$ cat config.mk
export PLATFORM = sky130hd
export DESIGN_NAME = button_debounce_flat
export DESIGN_NICKNAME = d
export VERILOG_FILES = /design/src/rtl/button_debounce_pkg.sv /design/src/rtl/button_debounce_if.sv /design/src/rtl/button_debounce_chan.sv /design/src/rtl/button_debounce.sv /design/src/flat_wrapper.sv
export SDC_FILE = /design/constraint.sdc
export NUM_CORES = 1
export LEC_CHECK = 0
export BUFFER_PORTS_ARGS = -buffer_cell sky130_fd_sc_hd__buf_2
export CAP_MARGIN = 20
export CORE_ASPECT_RATIO = 0.9
export CORE_UTILIZATION = 50
export DETAILED_ROUTE_END_ITERATION = 7
export PLACE_DENSITY = 0.79
export SLEW_MARGIN = 25
export SYNTH_ARGS = -nofsm -noshare
export SYNTH_HDL_FRONTEND = slang
export SYNTH_SLANG_ARGS = --single-unit
export TNS_END_PERCENT = 100
$ cat constraint.sdc
create_clock -name osc_clk -period 3.9 [get_ports osc_clk]
set_input_delay 0.78 -clock osc_clk [delete_from_list [all_inputs] [get_ports osc_clk]]
set_output_delay 0.78 -clock osc_clk [all_outputs]
set_load 0.01 [all_outputs]
$ cat src/rtl/button_debounce_pkg.sv
// Shared types and constants for the push-button debounce block.
// Build option: BUTTON_DEBOUNCE_EDGE_EN enables the press/release pulse registers.
package button_debounce_pkg;

  typedef enum logic {
    DB_STABLE,
    DB_PENDING
  } db_state_t;

  localparam logic BTN_RELEASED = 1'b1;

endpackage

$ cat src/rtl/button_debounce_if.sv
// Button pad / conditioned-level bundle between the pads and the button PIO.
// Build option: BUTTON_DEBOUNCE_EDGE_EN drives btn_press / btn_release.
interface button_debounce_if #(
  parameter int NUM_BUTTONS = 4
);

  logic [NUM_BUTTONS-1:0] button_n;
  logic [NUM_BUTTONS-1:0] btn_clean_n;
  logic [NUM_BUTTONS-1:0] btn_press;
  logic [NUM_BUTTONS-1:0] btn_release;
  logic                   busy;

  modport master (
    output button_n,
    input  btn_clean_n,
    input  btn_press,
    input  btn_release,
    input  busy
  );

  modport slave (
    input  button_n,
    output btn_clean_n,
    output btn_press,
    output btn_release,
    output busy
  );

endinterface

$ cat src/rtl/button_debounce_chan.sv
// One button channel: 2-flop synchroniser, debounce FSM, counter, edge pulses.
// Build option: BUTTON_DEBOUNCE_EDGE_EN builds the press/release registers.
module button_debounce_chan
  import button_debounce_pkg::*;
#(
  parameter int DEBOUNCE_CYCLES = 1_000_000
) (
  input  logic osc_clk,
  input  logic reset,
  input  logic button_n,
  output logic clean_n,
  output logic press,
  output logic rel,
  output logic pend_nxt
);

  localparam int CNT_W = $clog2(DEBOUNCE_CYCLES);
  localparam logic [CNT_W-1:0] CNT_MAX = CNT_W'(DEBOUNCE_CYCLES - 1);

  logic             s1;
  logic             s2;
  db_state_t        state;
  db_state_t        state_nxt;
  logic [CNT_W-1:0] cnt;
  logic [CNT_W-1:0] cnt_nxt;
  logic             clean_nxt;

  // Bring the asynchronous pad level into osc_clk.
  always_ff @(posedge osc_clk or posedge reset) begin
    if (reset) begin
      s1 <= BTN_RELEASED;
      s2 <= BTN_RELEASED;
    end else begin
      s1 <= button_n;
      s2 <= s1;
    end
  end

  // Filter state, stability counter and accepted level.
  always_ff @(posedge osc_clk or posedge reset) begin
    if (reset) begin
      state   <= DB_STABLE;
      cnt     <= '0;
      clean_n <= BTN_RELEASED;
    end else begin
      state   <= state_nxt;
      cnt     <= cnt_nxt;
      clean_n <= clean_nxt;
    end
  end

  // Accept a new level only after it has held for the full count.
  always_comb begin
    state_nxt = state;
    cnt_nxt   = '0;
    clean_nxt = clean_n;
    unique case (state)
      DB_STABLE: begin
        if (s2 != clean_n)
          state_nxt = DB_PENDING;
      end
      DB_PENDING: begin
        if (s2 == clean_n) begin
          state_nxt = DB_STABLE;
        end else if (cnt == CNT_MAX) begin
          state_nxt = DB_STABLE;
          clean_nxt = s2;
        end else begin
          cnt_nxt = cnt + 1'b1;
        end
      end
      default: state_nxt = DB_STABLE;
    endcase
  end

  assign pend_nxt = (state_nxt == DB_PENDING);

`ifdef BUTTON_DEBOUNCE_EDGE_EN
  // One-cycle pulses aligned with the change of the accepted level.
  always_ff @(posedge osc_clk or posedge reset) begin
    if (reset) begin
      press <= 1'b0;
      rel   <= 1'b0;
    end else begin
      press <= clean_n & ~clean_nxt;
      rel   <= ~clean_n & clean_nxt;
    end
  end
`else
  assign press = 1'b0;
  assign rel   = 1'b0;
`endif

endmodule

$ cat src/rtl/button_debounce.sv
// Debounces NUM_BUTTONS active-low pads for the Nios II button PIO.
// Build option: BUTTON_DEBOUNCE_EDGE_EN enables btn_press / btn_release.
module button_debounce
  import button_debounce_pkg::*;
#(
  parameter int NUM_BUTTONS     = 4,
  parameter int DEBOUNCE_CYCLES = 1_000_000
) (
  input  logic              osc_clk,
  input  logic              reset,
  button_debounce_if.slave  btn
);

  logic [NUM_BUTTONS-1:0] clean;
  logic [NUM_BUTTONS-1:0] press;
  logic [NUM_BUTTONS-1:0] rel;
  logic [NUM_BUTTONS-1:0] pend;
  logic                   busy_q;

  for (genvar i = 0; i < NUM_BUTTONS; i++) begin : g_chan
    button_debounce_chan #(
      .DEBOUNCE_CYCLES (DEBOUNCE_CYCLES)
    ) u_chan (
      .osc_clk  (osc_clk),
      .reset    (reset),
      .button_n (btn.button_n[i]),
      .clean_n  (clean[i]),
      .press    (press[i]),
      .rel      (rel[i]),
      .pend_nxt (pend[i])
    );
  end

  // Any channel mid-count, registered alongside the channel states.
  always_ff @(posedge osc_clk or posedge reset) begin
    if (reset)
      busy_q <= 1'b0;
    else
      busy_q <= |pend;
  end

  assign btn.btn_clean_n = clean;
  assign btn.btn_press   = press;
  assign btn.btn_release = rel;
  assign btn.busy        = busy_q;

endmodule
$ cat src/flat_wrapper.sv
// flat-port wrapper written by rule: the top's interface ports become plain ports
module button_debounce_flat import button_debounce_pkg::*;
#(
  parameter int NUM_BUTTONS     = 4,
  parameter int DEBOUNCE_CYCLES = 1_000_000
)
  (osc_clk, reset, btn_button_n, btn_btn_clean_n, btn_btn_press, btn_btn_release, btn_busy);
  button_debounce_if #(.NUM_BUTTONS(NUM_BUTTONS)) btn_i ();
  input  logic osc_clk;
  input  logic reset;
  input wire logic [$bits(btn_i.button_n)-1:0] btn_button_n;
  output wire logic [$bits(btn_i.btn_clean_n)-1:0] btn_btn_clean_n;
  output wire logic [$bits(btn_i.btn_press)-1:0] btn_btn_press;
  output wire logic [$bits(btn_i.btn_release)-1:0] btn_btn_release;
  output wire logic [$bits(btn_i.busy)-1:0] btn_busy;
  assign btn_i.button_n = btn_button_n;
  assign btn_btn_clean_n = btn_i.btn_clean_n;
  assign btn_btn_press = btn_i.btn_press;
  assign btn_btn_release = btn_i.btn_release;
  assign btn_busy = btn_i.busy;
  button_debounce #(.NUM_BUTTONS(NUM_BUTTONS), .DEBOUNCE_CYCLES(DEBOUNCE_CYCLES)) u_core (.osc_clk(osc_clk), .reset(reset), .btn(btn_i));
endmodule
==> impl_metrics.py <==
metrics = {
    "grt": {
        "grt_pass1_wl_um": 14300,
        "overflow": 0,
        "grt_max_degree": 44,
        "track_usage_pct": 18.2,
        "grt_pass1_vias": 3130,
        "antenna_found_initial": 0,
    },
    "logic_synthesis": {
        "ys_ff_latch": 97,
        "synth_edf_count": 0,
        "ys_warn_count": 0,
        "synth_top_family_by_area": "simple AND/OR/NAND/NOR gates",
        "synth_seq_area_share_pct": 51.9,
        "synth_area_um2": 4710,
        "synthArstFlopShare_pct": 100,
        "synth_top_area_share_pct": 45.2,
        "synth_xor_area_share_pct": 9.86,
        "synth_top_area_cell": "dfrtp_1",
        "ys_types": 44,
        "synthMuxAreaShare_pct": 0.956,
        "synthTopCellsByArea": "dfrtp_1 (45%), dfstp_2 (6.7%), xor2_1 (6.0%), nor2_1 (4.9%), xnor2_1 (3.9%)",
        "synthFlopType": "dfrtp_1",
        "yosys.area_share.simple_pct": 24.5,
        "syn_avg_cell_area_um2": 10.1,
        "synth_compound_area_share_pct": 7.20,
        "syn_inst": 466,
        "synth_adder_area_share_pct": 1.06,
    },
    "finish": {
        "antenna_cells": 0,
        "area_growth_pct": 6.32,
        "nNetsFinal": 483,
        "nFillCells": 774,
        "final_cells": 600,
        "drive_gt1_share_pct": 12.1,
    },
    "routing": {
        "vias": 3310,
        "ant_nets": 0,
        "via_per_inst": 5.52,
        "wire_per_inst_um": 13.6,
        "drt_first_pass_iters": 4,
        "drtIter0Drc": 181,
        "finalWirelength_um": 8140,
        "drc_errors": 0,
    },
    "placement": {
        "hpwlAfterDp_um": 5620,
        "port_buffers": 10,
        "finalWeightedCongestion": 0.902,
        "dpl.cell_count": 584,
        "dp_slack_ps": 1330,
    },
    "worst_setup_path": {
        "worstRegToRegCells": 5,
        "arrival_ps": 2850,
        "path_max_fanout": 12,
        "cp-start-kind": "flip-flop",
        "worstReg2RegEnd": "u_core.g_chan[1].u_chan.cnt[11]",
        "end_kind": "flip-flop",
        "critPathRequiredTime_ps": 4160,
        "timing.rr.start": "u_core.g_chan[1].u_chan.cnt[13]",
        "crit_type": "reg2reg",
        "r2r_slack_ps": 1300,
    },
    "clocking": {
        "cts_resized": 0,
        "ctsHtreeMaxLevel": 3,
        "cts_tree": "done",
        "clk_path_buf_depth": 2,
        "clock_latency_ps": 360,
        "cts.clk_slew.worst_paths_ps": 100,
        "clock-sinks": 97,
        "cts_hold_buffers": 0,
        "post_cts_buffers": 0,
        "cts_made_buffers": 9,
        "cts_root_buffer": "clkbuf_8",
    },
    "timing": {
        "holdWs_ps": 361,
        "max_freq_mhz": 385,
        "slew_viol_final": 0,
        "slew-limit-headroom_pct": 46.9,
        "fin_tns_setup_ps": 0,
        "fin_crit_ps": 2600,
        "worst_pin_slew_ps": 795,
        "rsz0062_at_grt": "false",
        "setup_violations": 0,
        "worst_slack_ps": 1300,
        "fin_crit_sh_pct": 66.6,
        "hold_violations": 0,
        "clock_skew_ps": 7.08,
    },
    "pwr": {
        "power_density_nw_per_um2": 339,
        "peakVddDrop_mv": 0.134,
        "power.leakage_nw": 2.00,
    },
    "outcome": {
        "outcome": "complete, no violations",
    },
    "flow_run": {
        "maxCapViolCount": 0,
    },
    "floorplan": {
        "die_h_um": 94.1,
        "fp-row-count": 33,
        "start_util_pct": 51.6,
        "ios": 19,
        "fp.dieArea_um2": 9810,
        "core_um2": 9130,
        "die_w_um": 104,
    },
    "worst_hold_path": {
        "worstHoldStart": "u_core.g_chan[1].u_chan.s1",
        "holdPathStages": 0,
        "hold_class": "reg2reg",
        "hold_end": "u_core.g_chan[1].u_chan.s2",
    },
}
[state kept, by name, summed over array words and instances (netlist names)]
register                      count
u_core.g_chan.u_chan.s1           4
u_core.g_chan.u_chan.s2           4
u_core.g_chan.u_chan.state        4
u_core.btn.busy                   1
u_core.g_chan.u_chan.cnt         80
u_core.g_chan.u_chan.clean_n      4
[cells by family (layout without fill, tap and decap cells)]
group                      after synthesis  after routing
muxes                                    4              4
buffers and inverters                   41             46
other                                    1              8
adders and majority gates                4              4
AOI/OAI and AO/OA                       55             55
xor gates and xnor gates                53             53
and+or+nand+nor                        211            211
DFF                                     97             97
[final cells by class]
class	count	area (µm²)	share of cell area (%)
timing repair buffer	14	80.1	1.60
clock inverter	6	50.0	1.00
inverter	16	62.6	1.25
tap	122	153	3.05
multi-input combinational	335	2080	41.6
sequential	97	2440	48.8
clock buffer	10	138	2.75
[layout by cell type (no fill, tap or decap), types with 12 or more instances in the layout]
| cell type | n |
|---|---|
| dfrtp_1 | 85 |
| nor2_1 | 62 |
| xor2_1 | 32 |
| nand3_1 | 29 |
| nand2_1 | 25 |
| a21oi_1 | 22 |
| xnor2_1 | 21 |
| nand4_1 | 19 |
| inv_1 | 15 |
| or3_1 | 14 |
| or4_1 | 13 |
| o21ai_0 | 13 |
| dfstp_2 | 12 |
[Yosys cell counts, types with 2 or more instances]
master    number
and2_1         6
o21a_1         2
nand3_1       29
a31o_2         2
nor4_1         6
nand2_1       25
dfrtp_1       85
ha_1           4
nand4b_1       2
dfstp_2       12
and4_1         9
clkbuf_1       7
xnor2_1       21
and3_1         6
o21ai_0       13
buf_2          4
o211ai_1       2
nor2_1        62
o31ai_1       10
nor4b_1        2
xor2_1        32
or4b_2         2
a21oi_1       22
buf_4         14
mux2_2         4
nand4_1       19
nor3_1         7
inv_1         16
or3_1         14
or4_1         13
[routing by layer]
layer | wire, µm | global-route usage [%]
met1 | 3900 | 23.9
met2 | 3940 | 29.9
met3 | 224 | 4.44
met4 | 79 | 5.71
met5 | 0 | 0
[worst max-delay path, stage by stage (launching register included)]
cell and delay, ps:
dfrtp_1 440, or4_1 490, or4_2 580, o211ai_1 620
buf_4 300, nor2_1 60
[worst max path at each step]
| stage | from | endpoint | cells past startpoint | slack (ps) |
|---|---|---|---|---|
| global placement | u_core.g_chan[1].u_chan.cnt[13] | u_core.g_chan[1].u_chan.cnt[5] | 5 | 1380 |
| detailed placement | u_core.g_chan[1].u_chan.cnt[13] | u_core.g_chan[1].u_chan.cnt[9] | 5 | 1330 |
| finish | u_core.g_chan[1].u_chan.cnt[13] | u_core.g_chan[1].u_chan.cnt[11] | 5 | 1300 |
| floorplan | reset | u_core.btn.busy | 1 | 610 |
| CTS | u_core.g_chan[1].u_chan.cnt[13] | u_core.g_chan[1].u_chan.cnt[11] | 5 | 1320 |
| global route | u_core.g_chan[3].u_chan.cnt[0] | u_core.g_chan[3].u_chan.cnt[15] | 5 | 1150 |
[stage by stage]
step	area, µm²	total power [mW]	util (%)
final	5010	1.70	54.9
after global routing	5010	1.77	54.9
after CTS	5010	1.72	54.9
after detailed placement	4820	1.10	52.8
after global placement	4820	1.10	52.8
after floorplan	4740	1.09	-
[power by group]
part	leakage, nW	internal (mW)	switching, mW
sequential	1.29	1.02	0.00831
clock	0.0831	0.256	0.361
combinational	0.621	0.0122	0.0426
total	2.00	1.29	0.412
Power figures use the tool's default switching activity.
